**src/rtl/alu16_seq_if.sv**
```systemverilog
// ============================================================================
// alu16_seq_if
// ----------------------------------------------------------------------------
// Request/response bundle between the execute-stage issue logic and the
// 16-bit arithmetic sequencer alu16_seq.
//
// Signals:
//   start  - request, only honoured while ready is high
//   op     - 00 ADD, 01 ADC, 10 SBC, 11 reserved (treated as ADD)
//   x      - first operand (HL)
//   y      - second operand (rr)
//   f_in   - current F register, bit order S Z 5 H 3 V N C
//   ready  - sequencer idle and able to accept a start
//   done   - one-cycle pulse marking out/f as freshly valid
//   out    - registered 16-bit result
//   f      - registered flags, same bit order as f_in
//
// Modports:
//   master - the requester (drives start/op/x/y/f_in)
//   slave  - the sequencer (drives ready/done/out/f)
// ============================================================================
interface alu16_seq_if;

    logic        start;
    logic [1:0]  op;
    logic [15:0] x;
    logic [15:0] y;
    logic [7:0]  f_in;
    logic        ready;
    logic        done;
    logic [15:0] out;
    logic [7:0]  f;

    // Requester view: drives the operation, observes the result.
    modport master (
        output start,
        output op,
        output x,
        output y,
        output f_in,
        input  ready,
        input  done,
        input  out,
        input  f
    );

    // Sequencer view: consumes the operation, produces the result.
    modport slave (
        input  start,
        input  op,
        input  x,
        input  y,
        input  f_in,
        output ready,
        output done,
        output out,
        output f
    );

endinterface

```
**src/rtl/alu16_seq.sv**
```systemverilog
// ============================================================================
// alu16_seq
// ----------------------------------------------------------------------------
// Two-cycle sequencer for the Z80 16-bit arithmetic group (ADD HL,rr;
// ADC HL,rr; SBC HL,rr). The low byte and then the high byte pass through a
// single 8-bit add/subtract datapath, with the carry/borrow out of bit 7
// chained into the high-byte pass.
//
// Ports:
//   clk      - system clock, rising edge
//   reset_n  - asynchronous, active-low reset
//   bus      - alu16_seq_if.slave: start/op/x/y/f_in in, ready/done/out/f out
//
// Timing: start sampled at edge E0 (IDLE->LO), low byte computed at E1
// (LO->HI), out/f/done registered at E2 (HI->IDLE). ready is high in IDLE,
// including the done cycle, so a new request can follow with no bubble.
//
// Optional feature:
//   ALU16_SEQ_UNDOC_FLAGS_EN - when defined, f[5]=out[13] and f[3]=out[11]
//   (real Z80 undocumented flag behaviour). When undefined, f[5] and f[3]
//   pass through the latched f_in[5] and f_in[3].
// ============================================================================
module alu16_seq (
    input  logic       clk,
    input  logic       reset_n,
    alu16_seq_if.slave bus
);

    typedef enum logic [1:0] {
        IDLE = 2'd0,
        LO   = 2'd1,
        HI   = 2'd2
    } state_t;

    state_t      state_q, state_d;

    logic [15:0] x_q, x_d;
    logic [15:0] y_q, y_d;
    logic [1:0]  op_q, op_d;
    logic [7:0]  f_in_q, f_in_d;

    logic [7:0]  lo_q, lo_d;
    logic        chain_q, chain_d;

    logic [15:0] out_q, out_d;
    logic [7:0]  f_q, f_d;
    logic        done_q, done_d;

    logic        is_adc;
    logic        is_sbc;
    logic [7:0]  dp_a;
    logic [7:0]  dp_b;
    logic [7:0]  dp_b_eff;
    logic        dp_chain_in;
    logic        dp_cin;
    logic [8:0]  dp_sum;
    logic        dp_chain_out;
    logic        dp_half_out;
    logic        dp_ovf;

    logic [15:0] result;
    logic [7:0]  new_f;

    // Shared 8-bit datapath. Subtraction is done as a + ~b + ~borrow_in, so
    // the raw adder carry is the inverse of the borrow. The chain flop and
    // the H/C flags always hold the Z80 sense (carry for add, borrow for
    // subtract), hence the XOR with is_sbc on the way in and on the way out.
    // The half-carry into bit 4 of the byte is recovered from the sum bit
    // without a separate nibble adder; in the high pass that bit is bit 12.
    always_comb begin
        is_adc = (op_q == 2'b01);
        is_sbc = (op_q == 2'b10);

        if (state_q == HI) begin
            dp_a        = x_q[15:8];
            dp_b        = y_q[15:8];
            dp_chain_in = chain_q;
        end else begin
            dp_a        = x_q[7:0];
            dp_b        = y_q[7:0];
            dp_chain_in = (is_adc | is_sbc) & f_in_q[0];
        end

        dp_b_eff     = dp_b ^ {8{is_sbc}};
        dp_cin       = dp_chain_in ^ is_sbc;
        dp_sum       = {1'b0, dp_a} + {1'b0, dp_b_eff} + {8'b0, dp_cin};
        dp_chain_out = dp_sum[8] ^ is_sbc;
        dp_half_out  = dp_sum[4] ^ dp_a[4] ^ dp_b_eff[4] ^ is_sbc;
        dp_ovf       = (dp_a[7] == dp_b_eff[7]) && (dp_sum[7] != dp_a[7]);
    end

    // Final 16-bit result and flag byte, only meaningful during HI. ADD
    // leaves S, Z and V untouched, while ADC/SBC derive them from the full
    // 16-bit result. V from the high pass equals the 16-bit signed overflow
    // because ~y is exactly -y-1 and never overflows on its own.
    always_comb begin
        result = {dp_sum[7:0], lo_q};

        new_f    = 8'h00;
        new_f[4] = dp_half_out;
        new_f[1] = is_sbc;
        new_f[0] = dp_chain_out;

        if (is_adc || is_sbc) begin
            new_f[7] = result[15];
            new_f[6] = (result == 16'h0000);
            new_f[2] = dp_ovf;
        end else begin
            new_f[7] = f_in_q[7];
            new_f[6] = f_in_q[6];
            new_f[2] = f_in_q[2];
        end

`ifdef ALU16_SEQ_UNDOC_FLAGS_EN
        new_f[5] = result[13];
        new_f[3] = result[11];
`else
        new_f[5] = f_in_q[5];
        new_f[3] = f_in_q[3];
`endif
    end

    // The incoming H and N bits are always recomputed, so they are never
    // read from the latched F. With undocumented flags on, bits 5 and 3 are
    // taken from the result instead of the latched F as well.
`ifdef ALU16_SEQ_UNDOC_FLAGS_EN
    logic unused_f_in_bits;
    assign unused_f_in_bits = ^{f_in_q[5], f_in_q[4], f_in_q[3], f_in_q[1]};
`else
    logic unused_f_in_bits;
    assign unused_f_in_bits = ^{f_in_q[4], f_in_q[1]};
`endif

    // Next-state and register updates. Operands are only captured on an
    // accepted start, so anything presented while busy is simply ignored
    // and the operation in flight keeps its own copy. out and f only change
    // at the end of an operation and otherwise hold.
    always_comb begin
        state_d = state_q;
        x_d     = x_q;
        y_d     = y_q;
        op_d    = op_q;
        f_in_d  = f_in_q;
        lo_d    = lo_q;
        chain_d = chain_q;
        out_d   = out_q;
        f_d     = f_q;
        done_d  = 1'b0;

        case (state_q)
            IDLE: begin
                if (bus.start) begin
                    x_d     = bus.x;
                    y_d     = bus.y;
                    op_d    = bus.op;
                    f_in_d  = bus.f_in;
                    state_d = LO;
                end
            end
            LO: begin
                lo_d    = dp_sum[7:0];
                chain_d = dp_chain_out;
                state_d = HI;
            end
            HI: begin
                out_d   = result;
                f_d     = new_f;
                done_d  = 1'b1;
                state_d = IDLE;
            end
            default: begin
                state_d = IDLE;
            end
        endcase
    end

    // State register. Reset drops any operation in progress back to IDLE.
    always_ff @(posedge clk or negedge reset_n) begin
        if (!reset_n) begin
            state_q <= IDLE;
        end else begin
            state_q <= state_d;
        end
    end

    // Operand latches, low-byte pipeline and result registers. Clearing out,
    // f and done here means an abandoned operation leaves no trace.
    always_ff @(posedge clk or negedge reset_n) begin
        if (!reset_n) begin
            x_q     <= 16'h0000;
            y_q     <= 16'h0000;
            op_q    <= 2'b00;
            f_in_q  <= 8'h00;
            lo_q    <= 8'h00;
            chain_q <= 1'b0;
            out_q   <= 16'h0000;
            f_q     <= 8'h00;
            done_q  <= 1'b0;
        end else begin
            x_q     <= x_d;
            y_q     <= y_d;
            op_q    <= op_d;
            f_in_q  <= f_in_d;
            lo_q    <= lo_d;
            chain_q <= chain_d;
            out_q   <= out_d;
            f_q     <= f_d;
            done_q  <= done_d;
        end
    end

    // ready follows IDLE directly, so it is high again in the done cycle.
    assign bus.ready = (state_q == IDLE);
    assign bus.done  = done_q;
    assign bus.out   = out_q;
    assign bus.f     = f_q;

endmodule

```
**src/flat_wrapper.sv**
```systemverilog
// flat-port wrapper written by rule: the top's interface ports become plain ports
module alu16_seq_flat 
  (clk, reset_n, bus_start, bus_op, bus_x, bus_y, bus_f_in, bus_ready, bus_done, bus_out, bus_f);
  alu16_seq_if bus_i ();
  input  logic clk;
  input  logic reset_n;
  input wire logic [$bits(bus_i.start)-1:0] bus_start;
  input wire logic [$bits(bus_i.op)-1:0] bus_op;
  input wire logic [$bits(bus_i.x)-1:0] bus_x;
  input wire logic [$bits(bus_i.y)-1:0] bus_y;
  input wire logic [$bits(bus_i.f_in)-1:0] bus_f_in;
  output wire logic [$bits(bus_i.ready)-1:0] bus_ready;
  output wire logic [$bits(bus_i.done)-1:0] bus_done;
  output wire logic [$bits(bus_i.out)-1:0] bus_out;
  output wire logic [$bits(bus_i.f)-1:0] bus_f;
  assign bus_i.start = bus_start;
  assign bus_i.op = bus_op;
  assign bus_i.x = bus_x;
  assign bus_i.y = bus_y;
  assign bus_i.f_in = bus_f_in;
  assign bus_ready = bus_i.ready;
  assign bus_done = bus_i.done;
  assign bus_out = bus_i.out;
  assign bus_f = bus_i.f;
  alu16_seq u_core (.clk(clk), .reset_n(reset_n), .bus(bus_i));
endmodule
```
**config.mk**
```make
export PLATFORM = sky130hd
export DESIGN_NAME = alu16_seq_flat
export DESIGN_NICKNAME = d
export VERILOG_FILES = /design/src/rtl/alu16_seq_if.sv /design/src/rtl/alu16_seq.sv /design/src/flat_wrapper.sv
export SDC_FILE = /design/constraint.sdc
export NUM_CORES = 1
export LEC_CHECK = 0
export CORE_MARGIN = 2
export CORE_UTILIZATION = 45
export DETAILED_ROUTE_END_ITERATION = 12
export PLACE_DENSITY = 0.71
export SYNTH_ARGS = -nofsm -noshare
export SYNTH_HDL_FRONTEND = slang
export SYNTH_SLANG_ARGS = --single-unit
```
**constraint.sdc**
```tcl
create_clock -name clk -period 5.6 [get_ports clk]
set_input_delay 0.56 -clock clk [delete_from_list [all_inputs] [get_ports clk]]
set_output_delay 0.56 -clock clk [all_outputs]
set_load 0.005 [all_outputs]
```
==> results.sh <==
export IMPL_power_density_mw_per_mm2=506
export IMPL_post_route_drc_count=0
export IMPL_overflow=0
export IMPL_synthToLayoutAreaGrowth_pct=26.2
export IMPL_drt_antenna_violating_nets=0
export IMPL_nFillCells=672
export IMPL_clk_pin_slew_ps=80
export IMPL_rows=32
export IMPL_max_freq_ghz=0.290
export IMPL_p_leak_nw=1.95
export IMPL_cp_max_fo=31
export IMPL_status="finished clean"
export IMPL_drtIter0Drc=104
export IMPL_place_inst=467
export IMPL_cap_violations=0
export IMPL_drive_above_1_share=0.161
export IMPL_synth_edff_count=0
export IMPL_crit_chain="nand2b_1, inv_2, mux2i_1, xor2_1, fa_1, fa_1, nor2b_1, o21bai_1, a221o_1, and4_1, a31o_1"
export IMPL_clock_sinks=76
export IMPL_gr_usage_all_layers=0.171
export IMPL_rsz0062_at_grt="false"
export IMPL_slew_viol_final=0
export IMPL_hp_class="primary input to asynchronous set/reset pin"
export IMPL_ys_ff_latch=76
export IMPL_crit_type="register to register"
export IMPL_numPortBuffers=68
export IMPL_clock_latency_ps=350
export IMPL_max_stage_delay_ps=480
export IMPL_start_kind="register"
export IMPL_critPathCaptureType="register"
export IMPL_syn_avg_cell_area_um2=11.1
export IMPL_fin_area_mm2=0.00438
export IMPL_setup_viol=0
export IMPL_netlist_instances=312
export IMPL_grt_max_degree=77
export IMPL_hpwl_mm=4.54
export IMPL_period_share=0.616
export IMPL_peakVddDrop_uv=206
export IMPL_relSlewSlack=0.375
export IMPL_vias=2355
export IMPL_wl_mm=6.51
export IMPL_core_area_mm2=0.00761
export IMPL_worstMarginPinSlew_ps=938
export IMPL_finalHoldViolations=0
export IMPL_ys_seq_area_frac=0.547
export IMPL_htree_levels=3
export IMPL_synth_top_area_frac=0.547
export IMPL_cts_resized=0
export IMPL_drt_first_pass_iters=4
export IMPL_synth_warnings=0
export IMPL_min_period_ps=3450
export IMPL_clock_skew_ps=12.6
export IMPL_crit_slowest_cell="fa_1"
export IMPL_synth_distinct_cells=34
export IMPL_cts_buffers=9
export IMPL_worst_ep_arrival_time_ps=3680
export IMPL_die_area_mm2=0.00844
export IMPL_diodes=0
export IMPL_final_cells=482
export IMPL_io_pins=71
export IMPL_crit_top_cell="fa_1"
export IMPL_die_w_um=91.9
export IMPL_die_y_um=91.9
export IMPL_wl_per_cell_um=13.5
export IMPL_yosysTopAreaCell="dfrtp_1"
export IMPL_grt_pass1_wl_mm=11.4
export IMPL_synth_area_leaders="dfrtp_1 55%, mux2_2 13%, nand2_1 8.2%, o21ai_0 3.2%, xnor2_1 3.0%"
export IMPL_viasPerCell=4.89
export IMPL_crit_required_ps=5840
export IMPL_placedInstanceArea_mm2=0.00422
export IMPL_start_util=0.457
export IMPL_finalNetCount=431
export IMPL_holdWs_ps=349
export IMPL_synth_area_mm2=0.00347
export IMPL_tritoncts="done"
export IMPL_finalSetupTns_ps=0
export IMPL_cts_max_path_buffers=2
export IMPL_antenna_found_initial=0
export IMPL_root_buffer="clkbuf_8"
export IMPL_async_flop_share=1.00
export IMPL_post_cts_setup_buffer_count=0
export IMPL_grt_pass1_vias=2438
export IMPL_synth_flop_cell="dfrtp_1"
export IMPL_fin_util=0.576
export IMPL_ctsHoldBuffers=0
export IMPL_syn_nets=367
export IMPL_routabilityCongestion=0.781
==> cells in the final DEF, fill, tap and decap left out, types with 2 or more instances in the layout <==
master,count
nor2_1,9
mux2i_1,9
o21ai_0,22
clkdlybuf4s50_1,67
a21o_1,2
mux2_2,39
o21a_1,2
nand2b_1,4
nand2_1,76
clkbuf_8,10
dfrtp_1,76
inv_1,4
ha_1,8
xor2_1,5
buf_4,2
clkinv_2,4
fa_1,2
xnor2_1,12
or3_1,2
nor3_1,3
a21oi_1,6
==> routing by layer <==
metal	vias up	global-route usage	wire length [µm]
met2	51	0.276	3100
met5	-	0	0
met4	0	0.0746	129
met1	1125	0.226	3020
li1	1169	-	-
met3	10	0.0329	258
==> flip-flops by register name (all words and copies together), names as in the netlist <==
register,count
u_core.bus.out,16
u_core.x_q,16
u_core.y_q,16
u_core.bus.f,8
u_core.lo_q,8
u_core.f_in_q,6
u_core.op_q,2
u_core.state_q,2
u_core.bus.done,1
u_core.chain_q,1
==> final timing paths <==
check | startpoint | endpoint | depth (start not counted) | slack (ps)
max | u_core.state_q[0] | u_core.bus.f[6] | 11 | 2150
min | reset_n | u_core.lo_q[3] | 1 | 350
max reg2reg | u_core.state_q[0] | u_core.bus.f[6] | 11 | 2150
min reg2reg | u_core.f_in_q[5] | u_core.bus.f[5] | 2 | 470
max in group asynchronous | reset_n | u_core.x_q[12] | 1 | 4630
min in group clk | u_core.f_in_q[5] | u_core.bus.f[5] | 2 | 470
==> stage by stage <==
step	setup WS, ps	power [mW]
floorplan	2430	1.50
global placement	2160	1.85
detailed placement	2130	1.88
CTS	2110	2.25
global route	1920	2.42
finish	2150	2.22
==> cell families (layout without fill, tap and decap cells) <==
logic type / count (synthesis) / in the layout / synth area share
adder cells (fa/ha/maj): 10 / 10 / 0.0403
AO/OA/AOI/OAI: 38 / 38 / 0.0648
flip-flops: 76 / 76 / 0.547
AND/OR/NAND/NOR: 101 / 101 / 0.122
buffers and inverters: 21 / 89 / 0.0259
multiplexers: 48 / 48 / 0.152
XOR/XNOR: 18 / 18 / 0.0475
==> where the power goes <==
part	total [mW]	leakage, nW	switching (mW)	internal (mW)
combinational	1.01	0.940	0.479	0.527
sequential	0.853	0.917	0.112	0.741
clock	0.359	0.0917	0.191	0.168
total	2.22	1.95	0.781	1.44
==> layout make-up <==
cell class	instances	area (µm²)	area share
sequential	76	1900	0.434
multi-input combinational	215	1480	0.338
timing repair buffer	69	686	0.156
clock buffer	10	138	0.0314
tap	102	128	0.0291
clock inverter	5	28.8	0.00656
inverter	5	18.8	0.00428
==> synth_stat cells, drive strengths merged (2+ instances only) <==
cell    number
nand2       76
mux2        39
o21a         2
mux2i        9
o21ai       22
clkbuf       7
ha           8
buf          9
nor2         9
nand2b       4
a21o         2
fa           2
inv          5
dfrtp       76
xnor2       13
or3          2
nor3         3
xor2         5
a21oi        6
==> critical path, delay by kind of cell, from the launching register on <==
family | cells | cell delay (ps)
adder cells (fa/ha/maj) | 2 | 890
AO/OA/AOI/OAI | 3 | 650
AND/OR/NAND/NOR | 3 | 520
buffers and inverters | 1 | 460
flip-flops | 1 | 390
multiplexers | 1 | 290
XOR/XNOR | 1 | 120
Power figures use the tool's default switching activity.
